--- config.mk ---
export PLATFORM = sky130hd
export DESIGN_NAME = vpu_inst_queue
export DESIGN_NICKNAME = d
export VERILOG_FILES = /design/src/rtl/vpu_inst_queue.sv
export SDC_FILE = /design/constraint.sdc
export NUM_CORES = 1
export LEC_CHECK = 0
export CAP_MARGIN = 15
export CORE_MARGIN = 2
export CORE_UTILIZATION = 49
export CTS_CLUSTER_DIAMETER = 30
export CTS_CLUSTER_SIZE = 8
export DETAILED_ROUTE_END_ITERATION = 16
export PLACE_DENSITY = 0.73
export SLEW_MARGIN = 20
export SYNTH_ARGS = -nofsm -noshare
export SYNTH_HDL_FRONTEND = slang
export SYNTH_SLANG_ARGS = --single-unit
--- constraint.sdc ---
create_clock -name clk_i -period 3.7 [get_ports clk_i]
set_input_delay 0.74 -clock clk_i [delete_from_list [all_inputs] [get_ports clk_i]]
set_output_delay 0.74 -clock clk_i [all_outputs]
set_load 0.01 [all_outputs]
--- src/rtl/vpu_inst_queue.sv ---
// Vector instruction queue.
// A small in-order FIFO between the decode buffer and the vector execution units.
// It holds decoded uOPs in a circular buffer of DEPTH entries.
// Reset and flush both empty the queue.
// There is no bypass path: a uOP is visible at the head one cycle after it is accepted.

package vpu_inst_queue_pkg;

   // Decoded vector micro-operation as produced by the decode stage.
   typedef struct packed {
      logic [5:0]  opcode;
      logic [2:0]  funct3;
      logic [4:0]  vd;
      logic [4:0]  vs1;
      logic [4:0]  vs2;
      logic        vm;
      logic [31:0] scalar;
   } VPU_uOP_t;

endpackage

module vpu_inst_queue
   import vpu_inst_queue_pkg::*;
#(
   parameter int DEPTH = 4,
   parameter int CNT_W = $clog2(DEPTH + 1)
) (
   input  logic             clk_i,
   input  logic             rst_i,
   input  logic             decode_entry_valid_i,
   input  VPU_uOP_t         decode_entry_i,
   output logic             decode_ack_o,
   output logic             issue_valid_o,
   output VPU_uOP_t         issue_uop_o,
   input  logic             issue_ready_i,
   input  logic             flush_i,
   output logic             queue_empty_o,
   output logic             queue_full_o,
   output logic [CNT_W-1:0] queue_count_o
);

   localparam int PTR_W = $clog2(DEPTH);

   // Pointers and occupancy counter (registered state).
   logic [PTR_W-1:0] wr_ptr_reg;
   logic [PTR_W-1:0] wr_ptr_next;
   logic [PTR_W-1:0] rd_ptr_reg;
   logic [PTR_W-1:0] rd_ptr_next;
   logic [CNT_W-1:0] count_reg;
   logic [CNT_W-1:0] count_next;

   // Entry storage. It is never reset, because the pointers alone define which entries are live.
   VPU_uOP_t         mem [DEPTH];
   logic [DEPTH-1:0] entry_we;

   // Status flags and handshake qualifiers.
   logic full;
   logic empty;
   logic push;
   logic pop;

   // The status flags come only from the counter, so no input reaches them combinationally.
   assign full  = (count_reg == CNT_W'(DEPTH));
   assign empty = (count_reg == '0);

   // Acceptance looks only at the registered full flag.
   // A full queue therefore never accepts in the same cycle as it pops; the ack returns one cycle later.
   assign push = decode_entry_valid_i && !full && !flush_i;
   assign pop  = !empty && issue_ready_i && !flush_i;

   assign decode_ack_o  = push;
   assign issue_valid_o = !empty;
   assign issue_uop_o   = mem[rd_ptr_reg];
   assign queue_empty_o = empty;
   assign queue_full_o  = full;
   assign queue_count_o = count_reg;

   // Next-state computation for the pointers and the occupancy count.
   always_comb begin
      wr_ptr_next = wr_ptr_reg;
      rd_ptr_next = rd_ptr_reg;
      count_next  = count_reg;
      if (flush_i) begin
         wr_ptr_next = '0;
         rd_ptr_next = '0;
         count_next  = '0;
      end else begin
         if (push) begin
            wr_ptr_next = wr_ptr_reg + PTR_W'(1);
         end
         if (pop) begin
            rd_ptr_next = rd_ptr_reg + PTR_W'(1);
         end
         unique case ({push, pop})
            2'b10:   count_next = count_reg + CNT_W'(1);
            2'b01:   count_next = count_reg - CNT_W'(1);
            default: count_next = count_reg;
         endcase
      end
   end

   // State register. Reset takes priority over flush, push and pop.
   always_ff @(posedge clk_i) begin
      if (rst_i) begin
         wr_ptr_reg <= '0;
         rd_ptr_reg <= '0;
         count_reg  <= '0;
      end else begin
         wr_ptr_reg <= wr_ptr_next;
         rd_ptr_reg <= rd_ptr_next;
         count_reg  <= count_next;
      end
   end

   // One write enable per slot, and one register per slot.
   generate
      for (genvar gi = 0; gi < DEPTH; gi++) begin : g_entry
         assign entry_we[gi] = push && !rst_i && (wr_ptr_reg == PTR_W'(gi));

         // Capture the incoming uOP into this slot when the write pointer selects it.
         always_ff @(posedge clk_i) begin
            if (entry_we[gi]) begin
               mem[gi] <= decode_entry_i;
            end
         end
      end
   endgenerate

endmodule

==> run summary, run 1 <==
### Timing
* number of pins exceeding their max-slew limit in the final report: 0
* Worst Slack Setup Final: 0.381 ns
* highest achievable clock rate: 0.301 GHz
* unrepaired setup endpoints after global routing: false
* min Tclk post-route: 3.32 ns
* Setup Skew: 0.0119 ns
* part of the cycle the worst path needs: 89.7%
* Hold Vio Cnt, Final: 0
* final setup violating endpoints: 0
* actual transition at the worst max-transition pin: 0.516 ns
* worst max-slew margin expressed relative to the limit: 65.6%

### Clock network
* number of clock sinks: 237
* TritonCTS clock tree: built
* clock transition at the register clock pins on the worst setup and hold paths after CTS: 0.05 ns
* cts bufs inserted: 42
* number of buffers on the longest clock path: 3
* post-CTS setup-driven buffer insertion count: 0
* CTS hold repair buffers: 0
* CTS H-tree lvls: 2
* clock latency of the later-clocked register in the worst-skew pair: 0.51 ns
* post-cts sizing count: 0
* Clk Tree Root Cell: sky130_fd_sc_hd__clkbuf_16

### Critical path
* path type of the worst setup path: flop to output port
* slowest cell delay on critical path: 0.62 ns
* data arrival time of the worst path: 2.58 ns
* CP Data Required Time: 2.96 ns
* element type at the critical path start: flop
* peak fanout along the critical path: 19
* count of cells along the worst register-to-register path: 9
* setup slack of the worst register-to-register path: 1.15 ns
* slowest stage cell on the critical path: sky130_fd_sc_hd__dfxtp_4
* crit path cell chain: buf_4, mux4_2, clkdlybuf4s50_1
* endpoint class of the critical path: output port

### Logic synthesis
* Synth Net Count: 423
* post-synthesis instance area: 0.00874 mm²
* proportion of synthesized flip-flops having asynchronous set or reset: 0%
* simple-gate share of the synthesized area: 1.70%
* Top FF cell, synth: sky130_fd_sc_hd__edfxtp_1
* dominant cells by area after synthesis: sky130_fd_sc_hd__edfxtp_1 78%, sky130_fd_sc_hd__mux4_2 15%, sky130_fd_sc_hd__dfxtp_1 2.1%
* EDFF count, synth: 228
* share of cell area taken by muxes after synthesis: 14.9%
* XOR/XNOR share of the synthesized area: 0.200%
* synthesis-stage register bit count: 237
* total number of yosys warnings: 0
* synthesized-area fraction occupied by ao, oa, aoi and oai cells: 0.458%
* number of unique standard cell types used by synthesis: 24
* combinational family with the most area after synthesis: multiplexers
* adder and majority gate portion of the synthesized area: 0.945%
* biggest area consumer among synthesized cells: sky130_fd_sc_hd__edfxtp_1
* gate count of the mapped netlist: 355
* sequential area share after synthesis: 80.4%
* area share of the leading cell type in the synthesized netlist: 78.3%
* mean post-synth cell area: 24.6 µm²

### Final layout
* Largest register FFs: 228
* most common cell after layout, fill and taps aside: sky130_fd_sc_hd__edfxtp_1
* growth of design area from synthesis to finish: 34.1%
* Final nets: 591
* most flop-heavy register: mem
* fill cell instance count of the final layout: 1071
* share of final-layout standard cells stronger than drive strength 1: 24.9%
* most frequent cells in the layout: 228 x sky130_fd_sc_hd__edfxtp_1, 125 x sky130_fd_sc_hd__clkdlybuf4s50_1, 57 x sky130_fd_sc_hd__mux4_2, 45 x sky130_fd_sc_hd__clkbuf_16, 11 x sky130_fd_sc_hd__buf_4
* ANT cells: 0
* number of cells in the finished layout apart from fillers: 775
* FF/Latch Area: 0.00703 mm²
* footprint of the multi-input gates: 0.00162 mm²

### Power
* P per Cell Area: 588 mW/mm²
* maximum vdd ir drop: 0.000443 V
* P_sw: 0.00126 W
* combinational group share of total power: 3.1%
* Lkg Pwr: 3.80 nW
* Clk pwr share: 53.6%
* net switching fraction of the power: 18.2%
* share of total power in sequential cells: 43.3%
* internal power component: 0.00563 W

### GRT
* via count of the first global-routing pass: 4671
* combined global-route utilization of all metal layers: 18.3%
* wire length of the first global-routing pass: 25200 µm
* remaining global-route overflow: 0
* met3 global-route usage: 5.67%
* met2 track demand over resource in global routing: 30.0%
* met1 Resource Use GR: 23.1%
* most utilized layer in the global route result: met2
* number of antenna violations at the first check in global routing: 1
* maximum number of pins on one net before global-route repair: 34

### Min path
* Min-Delay Path Depth: 2
* worst min-delay path class: flop to flop

### Place
* Post-Place Setup Slack: 0.696 ns
* placed insts: 704
* Final GP Congestion: 0.732
* count of input and output buffers: 125
* DPL Wire Length: 9570 µm

### Route
* aggregate routed wire length: 16600 µm
* number of optimization iterations in the first detailed-route pass: 4
* number of antenna-violating nets in the routed design: 0
* Vias per Instance: 5.47
* DRT iter0 DRCs: 232
* routed vias: 4236
* routed length per placed instance: 21.4 µm
* DRC violation count after routing: 0

### Flow run
* max-capacitance violation count: 0

### Run status
* outcome: completed

### Floorplan
* initial cell density of the core: 50.4%
* cell row count: 48
* I/O pin total: 126
* Floorplan Core Area: 0.0174 mm²
* horizontal die dimension: 138 µm
* floorplan die area: 0.0189 mm²
* die extent in y: 138 µm

[cells in the mapped netlist (2+ instances only)]
cell	number
sky130_fd_sc_hd__mux4_2	57
sky130_fd_sc_hd__nand2_1	4
sky130_fd_sc_hd__a21oi_1	5
sky130_fd_sc_hd__xor2_1	2
sky130_fd_sc_hd__buf_2	6
sky130_fd_sc_hd__o21ai_0	3
sky130_fd_sc_hd__mux2i_1	2
sky130_fd_sc_hd__edfxtp_1	228
sky130_fd_sc_hd__inv_1	7
sky130_fd_sc_hd__or3_1	3
sky130_fd_sc_hd__dfxtp_1	9
sky130_fd_sc_hd__nor2_1	5
sky130_fd_sc_hd__clkbuf_1	3
sky130_fd_sc_hd__ha_1	5
sky130_fd_sc_hd__nor3b_2	4
sky130_fd_sc_hd__buf_6	4
[critical path, delay by kind of cell, from the launching register on]
family	cells	cell delay [ns]
multiplexers	1	0.57
buffers and inverters	2	0.87
flip-flops	1	0.62
[cell type report]
cell class,instances,area share (%)
sequential,237,60.0
multi-input combinational,97,13.8
timing repair buffer,138,11.7
clock buffer,57,10.3
tap,225,2.40
clock inverter,14,1.46
inverter,7,0.224
[power by group through the flow]
stage	sequential, W	combinational (W)	clock (W)
floorplan	0.00303	0.0000619	0
global placement	0.00303	0.000206	0
detailed placement	0.00303	0.000213	0
CTS	0.00298	0.000215	0.00376
global route	0.00298	0.000228	0.00389
finish	0.00298	0.000213	0.00369
[metrics by stage]
| step | power [W] | cell area, µm² | util, % | hold WS, ns | setup TNS [ns] |
|---|---|---|---|---|---|
| global placement | 0.00323 | 10300 | 59.5 | 0.463 | 0 |
| global route | 0.00710 | 11700 | 67.5 | 0.535 | 0 |
| CTS | 0.00696 | 11700 | 67.5 | 0.499 | 0 |
| floorplan | 0.00309 | 8740 | - | 0.459 | -65.79 |
| finish | 0.00688 | 11700 | 67.5 | 0.498 | 0 |
| detailed placement | 0.00324 | 10300 | 59.5 | 0.482 | 0 |
[layer usage]
metal,vias up,routed length [µm]
met1,2197,6690
met4,0,339
li1,1850,-
met5,-,0
met2,158,8250
met3,31,1270
[cell families after synthesis]
group,after synthesis
AO/OA/AOI/OAI,8
XOR/XNOR,2
adder cells (fa/ha/maj),6
buffers and inverters,21
flip-flops,237
multiplexers,59
AND/OR/NAND/NOR,22
[path summary, 6_finish.rpt]
path	from	to
max	flop	issue_uop_o[34]
min	rd_ptr_reg[1]$_SDFFE_PP0N_	rd_ptr_reg[1]$_SDFFE_PP0N_
max reg2reg	queue_count_o[2]$_SDFFE_PP0P_	queue_count_o[2]$_SDFFE_PP0P_
min reg2reg	rd_ptr_reg[1]$_SDFFE_PP0N_	rd_ptr_reg[1]$_SDFFE_PP0N_
(Power assumes the default switching activity.)
==> inputs of run 2 (changes only) <==
Settings changed: CORE_UTILIZATION 49 to 50, CTS_BUF_LIST from default to sky130_fd_sc_hd__clkbuf_16, DONT_BUFFER_PORTS from default to 1, PLACE_DENSITY 0.73 to 0.65, SLEW_MARGIN 20 to default.
==> run 2 against run 1 <==
  * Power is 2.2% lower
  * Non-clock buffer count is 125 lower
  * Utilization is 6.5 points lower
  * Sequential share of layout area is 7.1 points higher
  * Critical path type unchanged
  * Die area is 1.9% lower
  * First-iteration DRC count is 6.9% lower
  * Worst setup slack better by 0.38 ns
  * Sequential power hardly changed
==> run summary, run 2 (synthesized netlist as in run 1, its figures left out) <==
### Critical path
* setup slack of the worst register-to-register path: 0.91 ns, was 1.15 ns
* Reg-to-Reg Start: queue_count_o[2]$_SDFFE_PP0P_, unchanged
* path type of the worst setup path: flop to output port, unchanged
* count of cells along the worst register-to-register path: 8, was 9
* data arrival time of the worst path: 2.20 ns, was 2.58 ns
* CP Data Required Time: 2.96 ns, about the same
* endpoint class of the critical path: output port, unchanged
* endpoint of the most critical register-to-register path: queue_count_o[2]$_SDFFE_PP0P_, unchanged
* peak fanout along the critical path: 29, was 19
* element type at the critical path start: flop, unchanged

### Route
* DRT iter0 DRCs: 216, was 232
* Vias per Instance: 5.65, was 5.47
* number of antenna-violating nets in the routed design: 0, unchanged
* routed length per placed instance: 23.3 µm, was 21.4 µm
* aggregate routed wire length: 15300 µm, was 16600 µm
* number of optimization iterations in the first detailed-route pass: 4, unchanged
* DRC violation count after routing: 0, unchanged
* routed vias: 3708, was 4236

### GRT
* wire length of the first global-routing pass: 23400 µm, was 25200 µm
* maximum number of pins on one net before global-route repair: 41, was 34
* number of antenna violations at the first check in global routing: 0, was 1
* via count of the first global-routing pass: 4122, was 4671
* remaining global-route overflow: 0, unchanged
* combined global-route utilization of all metal layers: 17.2%, was 18.3%

### Min path
* hold wc startpoint: decode_entry_i[56], was rd_ptr_reg[1]$_SDFFE_PP0N_
* worst min-delay path class: primary input to flop, was flop to flop
* Endpoint, Worst Hold: mem[3][56]$_DFFE_PP_, was rd_ptr_reg[1]$_SDFFE_PP0N_
* Min-Delay Path Depth: 0, was 2

### Floorplan
* floorplan die area: 0.0186 mm², was 0.0189 mm²
* cell row count: 48, unchanged
* I/O pin total: 126, unchanged
* horizontal die dimension: 136 µm, was 138 µm
* Floorplan Core Area: 0.0172 mm², was 0.0174 mm²
* die extent in y: 136 µm, was 138 µm
* initial cell density of the core: 50.9%, was 50.4%

### Clock network
* cts bufs inserted: 44, was 42
* post-CTS setup-driven buffer insertion count: 0, unchanged
* TritonCTS clock tree: built, unchanged
* number of buffers on the longest clock path: 3, unchanged
* post-cts sizing count: 0, unchanged
* clock transition at the register clock pins on the worst setup and hold paths after CTS: 0.05 ns, about the same
* number of clock sinks: 237, unchanged
* CTS hold repair buffers: 0, unchanged
* clock latency of the later-clocked register in the worst-skew pair: 0.50 ns, was 0.51 ns
* CTS H-tree lvls: 2, unchanged
* Clk Tree Root Cell: sky130_fd_sc_hd__clkbuf_16, unchanged

### Final layout
* ANT cells: 0, unchanged
* Final nets: 468, was 591
* final core utilization: 61.0%, was 67.5%
* Largest register FFs: 228, unchanged
* most flop-heavy register: mem, unchanged
* growth of design area from synthesis to finish: 19.8%, was 34.1%
* share of final-layout standard cells stronger than drive strength 1: 31.1%, was 24.9%
* fill cell instance count of the final layout: 1226, was 1071
* cell area after layout: 0.0105 mm², was 0.0117 mm²
* most common cell after layout, fill and taps aside: sky130_fd_sc_hd__edfxtp_1, unchanged
* number of cells in the finished layout apart from fillers: 656, was 775
* most frequent cells in the layout: 228 x sky130_fd_sc_hd__edfxtp_1, 57 x sky130_fd_sc_hd__mux4_2, 45 x sky130_fd_sc_hd__clkbuf_16, 15 x sky130_fd_sc_hd__inv_1, 13 x sky130_fd_sc_hd__clkinv_1, was 228 x sky130_fd_sc_hd__edfxtp_1, 125 x sky130_fd_sc_hd__clkdlybuf4s50_1, 57 x sky130_fd_sc_hd__mux4_2, 45 x sky130_fd_sc_hd__clkbuf_16, 11 x sky130_fd_sc_hd__buf_4

### Timing
* actual transition at the worst max-transition pin: 0.782 ns, was 0.516 ns
* number of pins exceeding their max-slew limit in the final report: 0, unchanged
* highest achievable clock rate: 0.341 GHz, was 0.301 GHz
* final setup violating endpoints: 0, unchanged
* unrepaired setup endpoints after global routing: false, unchanged
* Setup Skew: 0.00742 ns, was 0.0119 ns
* Hold Vio Cnt, Final: 0, unchanged
* setup TNS: 0 ns, unchanged
* min Tclk post-route: 2.94 ns, was 3.32 ns
* part of the cycle the worst path needs: 79.4%, was 89.7%
* worst max-slew margin expressed relative to the limit: 47.9%, was 65.6%

### Power
* P per Cell Area: 643 mW/mm², was 588 mW/mm²
* Lkg Pwr: 3.35 nW, was 3.80 nW
* maximum vdd ir drop: 0.000320 V, was 0.000443 V

### Place
* Final GP Congestion: 0.691, was 0.732
* placed insts: 579, was 704
* count of input and output buffers: 0, was 125
* DPL Wire Length: 9000 µm, was 9570 µm
* area post-placement: 0.00908 mm², was 0.0103 mm²

### Flow run
* max-capacitance violation count: 0, unchanged

### Run status
* outcome: completed, unchanged

==> run 2: cell types whose count changed in the layout (fill, tap and decap cells not counted) <==
cell,previous run,this run
sky130_fd_sc_hd__inv_1,7,15
sky130_fd_sc_hd__clkinv_1,4,13
sky130_fd_sc_hd__clkdlybuf4s50_1,125,0
sky130_fd_sc_hd__clkbuf_8,4,0
sky130_fd_sc_hd__dfxtp_2,0,1
sky130_fd_sc_hd__bufinv_16,4,5
sky130_fd_sc_hd__dfxtp_4,2,1
sky130_fd_sc_hd__clkbuf_1,8,0
==> run 2: how the worst max path moves through the flow <==
stage,from,to,depth (start not counted)
floorplan,flush_i,mem[0][0]$_DFFE_PP_,3
global placement,queue_count_o[2]$_SDFFE_PP0P_,queue_count_o[2]$_SDFFE_PP0P_,8
detailed placement,queue_count_o[2]$_SDFFE_PP0P_,queue_count_o[2]$_SDFFE_PP0P_,8
CTS,flop,issue_uop_o[45],2
global route,flop,issue_uop_o[45],2
finish,flop,issue_uop_o[45],2
==> run 2: metrics by stage <==
stage / setup slack [ns] / power (W) / hold WS (ns)
after CTS: 0.669 / 0.00682 / 0.307
after floorplan: -0.293 / 0.00309 / 0.459
after global routing: 0.600 / 0.00695 / 0.306
after global placement: 0.965 / 0.00311 / 0.468
after detailed placement: 0.893 / 0.00311 / 0.500
final: 0.763 / 0.00673 / 0.329
==> run 2: report_power, final <==
part           switching [W]  total [W]  internal (W)
clock                0.00116    0.00367       0.00251
sequential        0.00000828    0.00299       0.00298
combinational      0.0000465  0.0000764     0.0000300
==> run 2: per-layer routing <==
| metal | part of all wire (%) | global-route usage [%] |
|---|---|---|
| met1 | 36 | 18.9 |
| met4 | 2.0 | 5.90 |
| met5 | 0 | 0 |
| met2 | 53 | 29.8 |
| met3 | 8.8 | 7.53 |
==> run 2: worst max-delay path, cell delays in order (launching register included) <==
cell                      delay [ns]
sky130_fd_sc_hd__dfxtp_4        0.76
sky130_fd_sc_hd__buf_4          0.35
sky130_fd_sc_hd__mux4_2         0.58
==> run 2: cell type report <==
type                            instances  area (µm²)  share of cell area, %
Tap cell                              225         282                   2.69
Clock inverter                         32         265                   2.53
Sequential cell                       237        7030                   67.2
Clock buffer                           45        1130                   10.8
Inverter                                7        26.3                  0.251
Multi-Input combinational cell         97        1620                   15.4
Timing Repair Buffer                   13         123                   1.17
==> inputs of run 3 (changes only) <==
Clock period 3.7 ns to 2.6 ns, I/O delays scaled along.
==> run 3 against run 2 <==
  * Worst setup slack worse by 0.59 ns
  * Via count decreased by 2.2%
  * Critical path depth unchanged
  * Non-clock buffer count down 5
  * Final area shrank 1.0%
  * Clock-buffer cell count down 2
  * Largest cell class unchanged
==> run summary, run 3 (synthesized netlist as in run 1, its figures left out) <==
### Run status
* outcome: completed, unchanged

### Clock network
* number of clock sinks: 237, unchanged
* post-CTS setup-driven buffer insertion count: 0, unchanged
* CTS H-tree lvls: 2, unchanged
* Clk Tree Root Cell: sky130_fd_sc_hd__clkbuf_16, unchanged
* clock latency of the later-clocked register in the worst-skew pair: 0.50 ns, about the same
* number of buffers on the longest clock path: 3, unchanged
* cts bufs inserted: 42, was 44
* TritonCTS clock tree: built, unchanged
* CTS hold repair buffers: 0, unchanged
* post-cts sizing count: 0, unchanged
* clock transition at the register clock pins on the worst setup and hold paths after CTS: 0.05 ns, about the same

### Power
* Lkg Pwr: 3.28 nW, was 3.35 nW
* internal power component: 0.00742 W, was 0.00551 W
* share of total power in sequential cells: 46.7%, was 44.3%
* Clk pwr share: 52.0%, was 54.5%
* combinational group share of total power: 1.3%, was 1.1%
* net switching fraction of the power: 18.3%, was 18.1%
* P per Cell Area: 877 mW/mm², was 643 mW/mm²
* maximum vdd ir drop: 0.000437 V, was 0.000320 V
* P_sw: 0.00167 W, was 0.00122 W

### Place
* Final GP Congestion: 0.721, was 0.691
* placed insts: 574, was 579
* Post-Place Setup Slack: 0.471 ns, was 0.893 ns
* area post-placement: 0.00911 mm², was 0.00908 mm²
* DPL Wire Length: 8240 µm, was 9000 µm
* count of input and output buffers: 0, unchanged

### Flow run
* max-capacitance violation count: 0, unchanged

### Timing
* actual transition at the worst max-transition pin: 0.485 ns, was 0.782 ns
* part of the cycle the worst path needs: 93.2%
* min Tclk post-route: 2.42 ns
* worst max-slew margin expressed relative to the limit: 67.7%, was 47.9%
* unrepaired setup endpoints after global routing: false, unchanged
* Hold Vio Cnt, Final: 0, unchanged
* Worst Hold Margin: 0.112 ns, was 0.329 ns
* highest achievable clock rate: 0.413 GHz
* Setup Skew: 0.00835 ns, was 0.00742 ns
* final setup violating endpoints: 0, unchanged
* number of pins exceeding their max-slew limit in the final report: 0, unchanged
* Worst Slack Setup Final: 0.176 ns, was 0.763 ns

### GRT
* remaining global-route overflow: 0, unchanged
* met2 track demand over resource in global routing: 27.0%, was 29.8%
* wire length of the first global-routing pass: 23100 µm, was 23400 µm
* via count of the first global-routing pass: 4063, was 4122
* most utilized layer in the global route result: met2, unchanged
* combined global-route utilization of all metal layers: 17.0%, was 17.2%
* maximum number of pins on one net before global-route repair: 58, was 41
* met3 global-route usage: 9.02%, was 7.53%
* number of antenna violations at the first check in global routing: 0, unchanged
* met1 Resource Use GR: 20.0%, was 18.9%

### Floorplan
* I/O pin total: 126, unchanged
* cell row count: 48, unchanged
* floorplan die area: 0.0186 mm², unchanged
* horizontal die dimension: 136 µm, unchanged
* initial cell density of the core: 50.9%, unchanged
* die extent in y: 136 µm, unchanged
* Floorplan Core Area: 0.0172 mm², unchanged

### Final layout
* share of final-layout standard cells stronger than drive strength 1: 31.0%, was 31.1%
* most common cell after layout, fill and taps aside: sky130_fd_sc_hd__edfxtp_1, unchanged
* number of cells in the finished layout apart from fillers: 645, was 656
* Final nets: 461, was 468
* final core utilization: 60.3%, was 61.0%
* footprint of the multi-input gates: 0.00163 mm², was 0.00162 mm²
* Largest register FFs: 228, unchanged
* cell area after layout: 0.0104 mm², was 0.0105 mm²
* FF/Latch Area: 0.00704 mm², was 0.00703 mm²
* growth of design area from synthesis to finish: 18.6%, was 19.8%
* fill cell instance count of the final layout: 1240, was 1226
* most flop-heavy register: mem, unchanged
* most frequent cells in the layout: 228 x sky130_fd_sc_hd__edfxtp_1, 57 x sky130_fd_sc_hd__mux4_2, 43 x sky130_fd_sc_hd__clkbuf_16, 18 x sky130_fd_sc_hd__inv_1, 7 x sky130_fd_sc_hd__clkinv_1, was 228 x sky130_fd_sc_hd__edfxtp_1, 57 x sky130_fd_sc_hd__mux4_2, 45 x sky130_fd_sc_hd__clkbuf_16, 15 x sky130_fd_sc_hd__inv_1, 13 x sky130_fd_sc_hd__clkinv_1
* ANT cells: 0, unchanged

### Critical path
* element type at the critical path start: flop, unchanged
* CP Data Required Time: 2.08 ns, was 2.96 ns
* data arrival time of the worst path: 1.90 ns, was 2.20 ns
* endpoint class of the critical path: output port, unchanged
* peak fanout along the critical path: 57, was 29
* path type of the worst setup path: flop to output port, unchanged

### Route
* number of antenna-violating nets in the routed design: 0, unchanged
* aggregate routed wire length: 15000 µm, was 15300 µm
* routed length per placed instance: 23.3 µm, about the same
* Vias per Instance: 5.62, was 5.65
* DRC violation count after routing: 0, unchanged
* number of optimization iterations in the first detailed-route pass: 4, unchanged
* routed vias: 3627, was 3708
* DRT iter0 DRCs: 240, was 216

### Min path
* worst min-delay path class: primary input to flop, unchanged

-- run 3: final timing paths --
kind,from,endpoint,slack [ns],depth (start not counted)
worst max-delay path,flop,issue_uop_o[32],0.18,2
worst min-delay path,decode_entry_i[1],mem[1][1]$_DFFE_PP_,0.11,0
worst max register to register,queue_count_o[2]$_SDFFE_PP0P_,queue_count_o[2]$_SDFFE_PP0P_,0.46,8
worst min register to register,rd_ptr_reg[1]$_SDFFE_PP0N_,flop,0.49,2
-- run 3: power by group through the flow --
stage               clock network, W  registers (W)  logic [W]
floorplan                          0        0.00431  0.0000904
global placement                   0        0.00431   0.000117
detailed placement                 0        0.00431   0.000119
CTS                          0.00485        0.00425   0.000119
global route                 0.00502        0.00424   0.000127
finish                       0.00472        0.00425   0.000116
-- run 3: critical path, cell delays in order, from the launching register on --
cell	delay, ns
sky130_fd_sc_hd__dfxtp_4	0.34
sky130_fd_sc_hd__buf_12	0.38
sky130_fd_sc_hd__mux4_2	0.63
-- run 3: cell type report --
class / count / share of cell area [%]
clock buffer: 43 / 10.4
clock inverter: 28 / 1.74
inverter: 7 / 0.254
multi-input combinational: 97 / 15.7
sequential: 237 / 67.9
tap: 225 / 2.72
timing repair buffer: 8 / 1.30
-- run 3: stage by stage --
| stage | total power, W | TNS (ns) |
|---|---|---|
| CTS | 0.00922 | 0 |
| global route | 0.00939 | 0 |
| finish | 0.00908 | 0 |
| detailed placement | 0.00443 | 0 |
| floorplan | 0.00440 | -80.34 |
| global placement | 0.00443 | 0 |
-- run 3: per-layer routing --
metal	vias up	part of all wire [%]
li1	1585	-
met1	1906	36
met2	112	51
met3	24	11
met4	0	1.6
met5	-	0
